### src/rtl/stack_drain_if.sv
// Bus bundle between the drain controller, the LIFO stack it pops and the
// downstream consumer of the drained words.
//
// Handshake: a word moves on every rising edge where out_valid and out_ready
// are both high. Once out_valid is raised, it and out_data stay unchanged
// until that transfer happens. out_ready may change freely, and the consumer
// may raise it before out_valid. stk_pop is a one-cycle request and carries
// no ready. The stack answers it with stk_data a fixed number of cycles later.
interface stack_drain_if #(
    parameter int WIDTH = 2
);
    logic             stk_pop;
    logic             stk_empty;
    logic [WIDTH-1:0] stk_data;
    logic [WIDTH-1:0] out_data;
    logic             out_valid;
    logic             out_ready;

    modport master (
        output stk_pop,
        output out_data,
        output out_valid,
        input  stk_empty,
        input  stk_data,
        input  out_ready
    );

    modport slave (
        input  stk_pop,
        input  out_data,
        input  out_valid,
        output stk_empty,
        output stk_data,
        output out_ready
    );
endinterface

### src/rtl/stack_drain_ctl.sv
// Reader-side drain controller for the LIFO stack. Each start pops words one
// at a time. Each word is captured a fixed latency after its pop and is then
// offered downstream, top of stack first. The drain ends when the stack is
// empty or MAX_ITEMS words have been delivered.
module stack_drain_ctl #(
    parameter int WIDTH     = 2,
    parameter int POP_LAT   = 2,
    parameter int MAX_ITEMS = 8,
    localparam int CNT_W    = $clog2(MAX_ITEMS + 1)
) (
    input  logic             clk,
    input  logic             rst,
    input  logic             start,
    stack_drain_if.master    bus,
    output logic             busy,
    output logic             done,
    output logic             err,
    output logic [CNT_W-1:0] count,
    output logic [2:0]       dbg_state_o
);

    typedef enum logic [2:0] {
        S_IDLE = 3'd0,
        S_POP  = 3'd1,
        S_WAIT = 3'd2,
        S_OUT  = 3'd3,
        S_FIN  = 3'd4
    } state_t;

    // The counter runs POP_LAT-1 down to 0 across the WAIT cycles. The word is
    // captured in the cycle where the counter reads 0.
    localparam logic [3:0]       LAT_INIT = 4'(POP_LAT - 1);
    localparam logic [CNT_W-1:0] LAST_CNT = CNT_W'(MAX_ITEMS - 1);

    state_t             state_q, state_d;
    logic [3:0]         lat_q, lat_d;
    logic [WIDTH-1:0]   data_q, data_d;
    logic               valid_q, valid_d;
    logic [CNT_W-1:0]   count_q, count_d;
    logic               err_q, err_d;
    logic               pop;

    // State and datapath registers. Reset abandons any drain in progress.
    always_ff @(posedge clk or posedge rst) begin
        if (rst) begin
            state_q <= S_IDLE;
            lat_q   <= '0;
            data_q  <= '0;
            valid_q <= 1'b0;
            count_q <= '0;
            err_q   <= 1'b0;
        end else begin
            state_q <= state_d;
            lat_q   <= lat_d;
            data_q  <= data_d;
            valid_q <= valid_d;
            count_q <= count_d;
            err_q   <= err_d;
        end
    end

    // Next-state and datapath decisions for the drain sequence.
    always_comb begin
        state_d = state_q;
        lat_d   = lat_q;
        data_d  = data_q;
        valid_d = valid_q;
        count_d = count_q;
        err_d   = err_q;
        pop     = 1'b0;
        case (state_q)
            S_IDLE: begin
                if (start) begin
                    count_d = '0;
                    err_d   = 1'b0;
                    state_d = bus.stk_empty ? S_FIN : S_POP;
                end
            end
            S_POP: begin
                pop     = 1'b1;
                lat_d   = LAT_INIT;
                state_d = S_WAIT;
            end
            S_WAIT: begin
                if (lat_q == 4'd0) begin
                    data_d  = bus.stk_data;
                    valid_d = 1'b1;
                    state_d = S_OUT;
                end else begin
                    lat_d = lat_q - 4'd1;
                end
            end
            S_OUT: begin
                if (valid_q && bus.out_ready) begin
                    valid_d = 1'b0;
                    count_d = count_q + CNT_W'(1);
                    if (bus.stk_empty) begin
                        state_d = S_FIN;
                    end else if (count_q == LAST_CNT) begin
                        // The item limit was reached while words remain: flag a runaway.
                        err_d   = 1'b1;
                        state_d = S_FIN;
                    end else begin
                        state_d = S_POP;
                    end
                end
            end
            S_FIN: begin
                state_d = S_IDLE;
            end
            default: begin
                state_d = S_IDLE;
            end
        endcase
    end

    assign bus.stk_pop   = pop;
    assign bus.out_data  = data_q;
    assign bus.out_valid = valid_q;
    assign busy          = (state_q != S_IDLE);
    assign done          = (state_q == S_FIN);
    assign err           = err_q;
    assign count         = count_q;
    assign dbg_state_o   = state_q;

endmodule

### src/flat_wrapper.sv
// flat-port wrapper written by rule: the top's interface ports become plain ports
module stack_drain_ctl_flat 
#(
    parameter int WIDTH     = 2,
    parameter int POP_LAT   = 2,
    parameter int MAX_ITEMS = 8,
    localparam int CNT_W    = $clog2(MAX_ITEMS + 1)
)
  (clk, rst, start, busy, done, err, count, dbg_state_o, bus_stk_pop, bus_out_data, bus_out_valid, bus_stk_empty, bus_stk_data, bus_out_ready);
  stack_drain_if #(.WIDTH(WIDTH)) bus_i ();
  input  logic clk;
  input  logic rst;
  input  logic start;
  output logic busy;
  output logic done;
  output logic err;
  output logic [CNT_W-1:0] count;
  output logic [2:0] dbg_state_o;
  output wire logic [$bits(bus_i.stk_pop)-1:0] bus_stk_pop;
  output wire logic [$bits(bus_i.out_data)-1:0] bus_out_data;
  output wire logic [$bits(bus_i.out_valid)-1:0] bus_out_valid;
  input wire logic [$bits(bus_i.stk_empty)-1:0] bus_stk_empty;
  input wire logic [$bits(bus_i.stk_data)-1:0] bus_stk_data;
  input wire logic [$bits(bus_i.out_ready)-1:0] bus_out_ready;
  assign bus_stk_pop = bus_i.stk_pop;
  assign bus_out_data = bus_i.out_data;
  assign bus_out_valid = bus_i.out_valid;
  assign bus_i.stk_empty = bus_stk_empty;
  assign bus_i.stk_data = bus_stk_data;
  assign bus_i.out_ready = bus_out_ready;
  stack_drain_ctl #(.WIDTH(WIDTH), .POP_LAT(POP_LAT), .MAX_ITEMS(MAX_ITEMS)) u_core (.clk(clk), .rst(rst), .start(start), .bus(bus_i), .busy(busy), .done(done), .err(err), .count(count), .dbg_state_o(dbg_state_o));
endmodule
### config.mk
export PLATFORM = sky130hd
export DESIGN_NAME = stack_drain_ctl_flat
export DESIGN_NICKNAME = d
export VERILOG_FILES = /design/src/rtl/stack_drain_if.sv /design/src/rtl/stack_drain_ctl.sv /design/src/flat_wrapper.sv
export SDC_FILE = /design/constraint.sdc
export NUM_CORES = 1
export LEC_CHECK = 0
export BUFFER_PORTS_ARGS = -buffer_cell sky130_fd_sc_hd__buf_2
export CORE_MARGIN = 2
export CORE_UTILIZATION = 34
export CTS_CLUSTER_DIAMETER = 150
export DETAILED_ROUTE_END_ITERATION = 6
export GPL_ROUTABILITY_DRIVEN = 0
export SYNTH_ARGS = -nofsm -noshare
export SYNTH_HDL_FRONTEND = slang
export SYNTH_SLANG_ARGS = --single-unit
### constraint.sdc
create_clock -name clk -period 2.7 [get_ports clk]
set_input_delay 0.27 -clock clk [delete_from_list [all_inputs] [get_ports clk]]
set_output_delay 0.27 -clock clk [all_outputs]
set_load 0.1 [all_outputs]
# Word level (Yosys, flattened, before mapping)
# Index checks and enable logic that the tools add are counted.
# totals
regBits	15
latch_bits	0
ram_bits	0
mem_bits_ro	0
in_bits	7
output_inout_bits	14
wordCells	53
n_memories	0
# classes
add_sub_neg	2
n_mul	0
div_mod_pow	0
n_lt_le_gt_ge	0
n_eq_ne	11
n_shift	0
mux	21
bitwise_logic	0
n_reduce_logical	13
# op_table
operator	count
$mux W3	6
$pmux W4 S2	2
$mux W4	3
$pmux W3 S4	1
$reduce_and A3 Y1	3
$mux W1	7
$eq A3 B2 Y1 const B	2
$ne A2 B1 Y1 const B	3
$ne A2 B2 Y1 const B	3
$reduce_bool A2 Y1	3
$reduce_and A5 Y1	1
$add A4 B1 Y4 const B	1
$eq A4 B3 Y1 const B	1
$logic_not A4 Y1	1
$pmux W1 S2	2
$reduce_and A2 Y1	2
$sub A4 B1 Y4 const B	1
$eq A3 B1 Y1 const B	1
$eq A3 B3 Y1 const B	1
$logic_not A3 Y1	1
$reduce_bool A3 Y1	1
$logic_and A1 B1 Y1	1

# Logic depth before layout (Yosys ltp)
# Gate-level depths: netlist of run 1.
# logic_depth
ltp_word	5
ltp_mapped	5
depth_no_buf	5

# Worst setup path after synthesis of run 1
# Ideal clock, no wire load.
# synth_path
path_type	reg2out
start	register u_core.state_q[2], in the netlist u_core.dbg_state_o[2]
end	output port done
arrival_ps	3438
t_required_ps	2430
slack_ps	-1008
stages_incl_launch_ff	3
n_path_buf	1
cell_sequence	dfrtp_1 clkbuf_1 nor3b_1
# synth_between
elab_chain_cells	1
# synth_lines
element	line_no	rtl
start: declaration	stack_drain_ctl.sv:35	state_t state_q, state_d;
start signal: assignment	stack_drain_ctl.sv:53	state_q <= state_d;
$eq A3 B3 Y1	stack_drain_ctl.sv:121	assign done = (state_q == S_FIN);
end: declaration	flat_wrapper.sv:15	output logic done;
# No other way between the ends.

# Worst setup path in the final report of run 1
# layout_path
start	register u_core.state_q[0], in the netlist u_core.dbg_state_o[0]
end	output port bus_stk_pop
# layout_between
elab_chain_cells	2
# layout_lines
element	line_no	rtl
$eq A3 B1 Y1	stack_drain_ctl.sv:71	case (state_q)
$mux W1	stack_drain_ctl.sv:71	
end: declaration	flat_wrapper.sv:19	output wire logic [$bits(bus_i.stk_pop)-1:0] bus_stk_pop;
# No other way between the ends.

==> results.md, run 1 <==
* Count of final max-slew check failures at 0
* Clk root buf: clkbuf_4
* Routed WL per cell at 12.4 um
* Overflow after GRT at 0
* Worst min path class: in2async
* Yosys top cell by area: dfrtp_1
* Drt total wl at 1590 um
* Mapped Nets at 88
* # nets final at 110
* Via count at 649
* Setup TNS at 0 ns
* Unique masters post-synth at 34
* Die Wd at 53.0 um
* Yosys synthesis warning count at 0
* Crit Path Class: reg2out
* CTS tree: done
* Post-route cell area at 977 um2
* Startpoint Class: register
* Placed cell count at 124
* Worst hold slack at 0.0203 ns
* Clk_lat worst skew at 0.29 ns
* Post-CTS resize count at 0
* Fmax at 0.450 GHz
* Register area share after synthesis at 46.0%
* #FFs+latches synth at 15
* Minimum clock period at 2.22 ns
* Clock Tree Buf Depth at 2
* Most used DFF post-synth: dfrtp_1
* Clk_skew at 0.00491 ns
* Die ar. at 2810 um2
* Final Hold Fails at 0
* Outcome: finished, final reports clean
* Initial Util at 36.5%
* First-pass GRT wire length at 2600 um
* Layout area overhead at 19.8%
* Vias in the first global route at 581
* Ratio of cells with drive above 1 in the final layout at 33.0%
* Ys async rst share at 100%
* MaxCap Viol Count at 0
* Std cell rows at 17
* Vias/cell at 5.07
* Total iterations of the first detailed-routing run at 3
* Final ANT Viol Nets at 0
* Die Span Y at 53.0 um
* Critical-path maximum fanout at 11
* Netlist Area Pre-Place at 816 um2
* # Post-CTS Setup Buffers at 0
* N_diodes at 0
* Syn Area/Cell at 10.3 um2
* Clock sink count at 15
* Top cells by area, synth: dfrtp_1 46%, mux2i_1 6.1%, mux2_4 3.7%
* Hold_buf cts at 0
* CP required at 2.43 ns
* Final period util at 82.3%
* Port bufs at 20
* Hpwl dp at 1180 um
* Post-synth EDFFs at 0
* Htree depth at 1
* Final Setup Violations at 0
* CP Capture Type: output pin
* Non-Filler Instances at 128
* Initial drt markers at 10
* Largest net degree at the start of global routing at 16
* Antenna violations before repair at 0
* Unrepaired setup endpoints after global routing: false
* DRC at 0
* Dpl cell area at 950 um2
* Rel. slew slack at 61.7%
* Total CTS buffers at 3
* Top-area cell type share of the netlist area at 46.0%
* Arr. time, crit path at 1.95 ns
* Fill cells at 222
* I/O Pins at 21
* GRT Util Overall at 13.2%
* Mapped Cells at 79
* Core area at 2230 um2
* CTS clk-pin slew, worst paths at 0.09 ns
* Worst-margin pin slew at 0.573 ns
## per-stage QoR
| stage | setup slack (ns) | util [%] |
|---|---|---|
| after global routing | 0.386 | 43.8 |
| after detailed placement | 0.706 | 42.5 |
| final | 0.478 | 43.8 |
| after CTS | 0.465 | 43.8 |
| after global placement | 0.735 | 42.5 |
| after floorplan | 0.0365 | - |
## layout by cell type (no fill, tap or decap), types with 3 or more instances in the layout
| cell type | synthesis | routed |
|---|---|---|
| nor2_1 | 4 | 4 |
| inv_1 | 7 | 7 |
| mux2i_1 | 5 | 5 |
| nand2b_1 | 3 | 3 |
| clkbuf_4 | 0 | 3 |
| dfrtp_1 | 15 | 15 |
| nand2_1 | 6 | 6 |
| nor3_1 | 3 | 3 |
| buf_2 | 1 | 20 |
## layout make-up
class	instances	area, um2	area share, %
Timing Repair Buffer	20	100	10.2
Clock buffer	3	22.5	2.30
Clock inverter	1	5.00	0.512
Inverter	7	26.3	2.69
Multi-Input combinational cell	54	413	42.3
Tap cell	28	35.0	3.59
Sequential cell	15	375	38.4
## per-layer routing
metal,vias up,routed length [um],track usage [%]
li1,324,-,-
met1,307,789,16.6
met2,13,702,20.8
met3,5,59,2.54
met4,0,37,7.69
met5,-,0,0
## registers in the layout, indices dropped and copies added (netlist names)
register	cells
u_core.count	4
u_core.lat_q	4
u_core.dbg_state_o	3
u_core.bus.out_data	2
u_core.bus.out_valid	1
u_core.err	1
## Yosys cell counts, types with 2 or more instances
library cell / number
nand3b_1: 2
nand2b_1: 3
nand2_1: 6
nand3_1: 2
nor3_1: 3
clkbuf_1: 2
nand4_1: 2
inv_1: 7
dfrtp_1: 15
nor2_1: 4
o21a_1: 2
mux2_4: 2
ha_1: 2
nor2b_1: 2
a21oi_1: 2
mux2i_1: 5
## critical path, cell delays in order, from the launching register on
cell	delay [ns]
dfrtp_1	0.59
or3b_2	0.55
inv_1	0.10
buf_2	0.42
## logic make-up (layout without fill, tap and decap cells)
family	after synthesis	count (layout)	synth area share, %
mux	8	8	11.2
flops	15	15	46.0
simple gates	33	33	24.7
fa+ha+maj	2	2	3.07
buf+inv	10	31	4.75
xor+xnor	1	1	1.07
compound gates	10	10	9.20
## path summary, 6_finish.rpt
check | from | endpoint | cells after the start | slack [ns]
setup / recovery | u_core.dbg_state_o[0] | bus_stk_pop | 3 | 0.48
hold / removal | rst | u_core.bus.out_data[0] | 2 | 0.02
setup reg to reg | u_core.lat_q[0] | u_core.bus.out_data[0] | 5 | 0.70
hold reg to reg | u_core.lat_q[0] | u_core.lat_q[0] | 1 | 0.51
max in group asynchronous | rst | u_core.lat_q[1] | 2 | 2.30
min in group clk | bus_stk_data[0] | u_core.bus.out_data[0] | 2 | 0.21
Power of run 1 is not shown: default switching activity piles up to over one toggle a cycle in this logic, so the estimate is an artifact.
==> inputs of run 2 (changes only) <==
==> constraint.sdc (replaced) <==
create_clock -name clk -period 1.92 [get_ports clk]
set_input_delay 0.192 -clock clk [delete_from_list [all_inputs] [get_ports clk]]
set_output_delay 0.192 -clock clk [all_outputs]
set_load 0.1 [all_outputs]
==> results.md, run 2 (synthesis gave the netlist of run 1 again) <==
* Clock sink count at 15 (unchanged)
* Startpoint Class: register (unchanged)
* Fmax at 0.514 GHz
* CTS tree: done (unchanged)
* Initial drt markers at 10 (unchanged)
* Worst path slowest cell: or4b_4 (was dfrtp_1)
* First-pass GRT wire length at 2850 um (was 2600 um)
* GRT Util Overall at 14.2% (was 13.2%)
* I/O Pins at 21 (unchanged)
* Unrepaired setup endpoints after global routing: true (was false)
* Failing checks: negative setup slack
* # nets final at 116 (was 110)
* Routed WL per cell at 11.9 um (was 12.4 um)
* Clk_skew at 0.00847 ns (was 0.00491 ns)
* Largest net degree at the start of global routing at 16 (unchanged)
* Layout area overhead at 30.8% (was 19.8%)
* Die Wd at 53.0 um (unchanged)
* Die ar. at 2810 um2 (unchanged)
* Clk root buf: clkbuf_4 (unchanged)
* Std cell rows at 17 (unchanged)
* Antenna violations before repair at 0 (unchanged)
* Vias/cell at 4.93 (was 5.07)
* Clock Tree Buf Depth at 2 (unchanged)
* Initial Util at 36.5% (unchanged)
* Hpwl dp at 1200 um (was 1180 um)
* MaxCap Viol Count at 0 (unchanged)
* Final Core Density at 47.8% (was 43.8%)
* CP Cell Sequence: inv_1, ha_2, or3b_4, or4b_4, mux2_4 (was or3b_2, inv_1, buf_2)
* Placed cell count at 129 (was 124)
* Critical-path maximum fanout at 3 (was 11)
* Final Hold Fails at 0 (unchanged)
* Most common cell after layout, fill and taps aside: buf_2 (unchanged)
* Crit Path Class: reg2reg (was reg2out)
* N_diodes at 0 (unchanged)
* CTS clk-pin slew, worst paths at 0.10 ns (was 0.09 ns)
* Port bufs at 20 (unchanged)
* Final period util at 101%
* Critical path's largest stage delay at 0.56 ns (was 0.59 ns)
* Fill cells at 229 (was 222)
* WP buf/inv at 1 (was 2)
* Multi-input logic area at 422 um2 (was 413 um2)
* CP required at 2.10 ns (was 2.43 ns)
* Ratio of cells with drive above 1 in the final layout at 41.5% (was 33.0%)
* Overflow after GRT at 0 (unchanged)
* Arr. time, crit path at 2.13 ns (was 1.95 ns)
* Cell family with most CP delay: simple AND/OR/NAND/NOR gates (was flip-flops)
* Place WS at -0.0156 ns (was 0.706 ns)
* Rel. slew slack at 62.5% (was 61.7%)
* Via count at 661 (was 649)
* Worst-margin pin slew at 0.562 ns (was 0.573 ns)
* Count of final max-slew check failures at 0 (unchanged)
* Final ANT Viol Nets at 0 (unchanged)
* Clk_lat worst skew at 0.29 ns (about the same)
* Final Setup Violations at 2 (was 0)
* Vias in the first global route at 640 (was 581)
* DRC at 0 (unchanged)
* Most frequent cells in the layout: 19 x buf_2, 11 x dfrtp_1, 6 x nand2_1, 6 x inv_1 (was 20 x buf_2, 15 x dfrtp_1, 7 x inv_1)
* Outcome: finished, violations left (was finished, final reports clean)
* Drt total wl at 1600 um (was 1590 um)
* Non-Filler Instances at 134 (was 128)
* CP Capture Type: register (was output pin)
* Total CTS buffers at 3 (unchanged)
* Htree depth at 1 (unchanged)
* Total iterations of the first detailed-routing run at 3 (unchanged)
* Final setup margin at -0.0239 ns (was 0.478 ns)
* Minimum clock period at 1.94 ns
* Area occupied by registers at 388 um2 (was 375 um2)
* Die Span Y at 53.0 um (unchanged)
* Worst min path class: in2reg (was in2async)
* Core area at 2230 um2 (unchanged)
## run 2: cell count changes in the layout (fill, tap and decap cells not counted), sizes merged
cell	before	now
dlygate4sd3	0	1
clkinv	1	0
inv	7	6
buf	20	25
clkinvlp	0	2
## run 2: metal layers
| metal | vias up | global-route usage (%) | wire (um) |
|---|---|---|---|
| met3 | 2 | 2.54 | 70 |
| met5 | - | 0 | 0 |
| met2 | 12 | 21.0 | 705 |
| li1 | 337 | - | - |
| met4 | 0 | 7.69 | 14 |
| met1 | 310 | 19.4 | 808 |
## run 2: worst register-to-register path: cells and delay by family (launching register included)
kind,cells,cell delay (ns)
simple gates,2,0.93
flops,1,0.39
mux,1,0.31
fa+ha+maj,1,0.16
buf+inv,1,0.06
## run 2: what timing repair did
| action | in CTS | in global routing |
|---|---|---|
| hold buffers | 1 | 0 |
| endpoints found under the hold margin | 15 | 0 |
| buffers inserted | 0 | 0 |
| setup endpoints to repair | 2 | 2 |
| gates resized for setup | 0 | 1 |
## run 2: path summary, 6_finish.rpt
kind                                  from                      to  slack (ns)  depth (start not counted)
max in group asynchronous              rst   u_core.dbg_state_o[1]        1.02                          3
max                        u_core.lat_q[0]  u_core.bus.out_data[0]       -0.02                          5
max reg2reg                u_core.lat_q[0]  u_core.bus.out_data[0]       -0.02                          5
min                        bus_stk_data[1]  u_core.bus.out_data[1]        0.13                          2
min reg2reg                     u_core.err              u_core.err        0.50                          1
min in group asynchronous              rst         u_core.count[3]        0.48                          3
## run 2: area by class of cell
type | instances | area share, %
well taps | 28 | 3.28
flip-flops and latches | 15 | 36.3
clock inverters | 1 | 0.703
inverters | 7 | 2.81
repair buffers | 26 | 15.2
clock buffers | 3 | 2.11
multi-input cells | 54 | 39.5
## run 2: metrics by stage
stage	hold WS [ns]	cell area [um2]	setup TNS [ns]
final	0.126	1070	-0.0469
after global routing	0.120	1070	-0.121
after CTS	0.112	1060	-0.0282
after detailed placement	0.283	1020	-0.0295
after global placement	0.271	1020	0
after floorplan	0.0935	876	-0.0263
Power of run 2 is left out for the same reason.
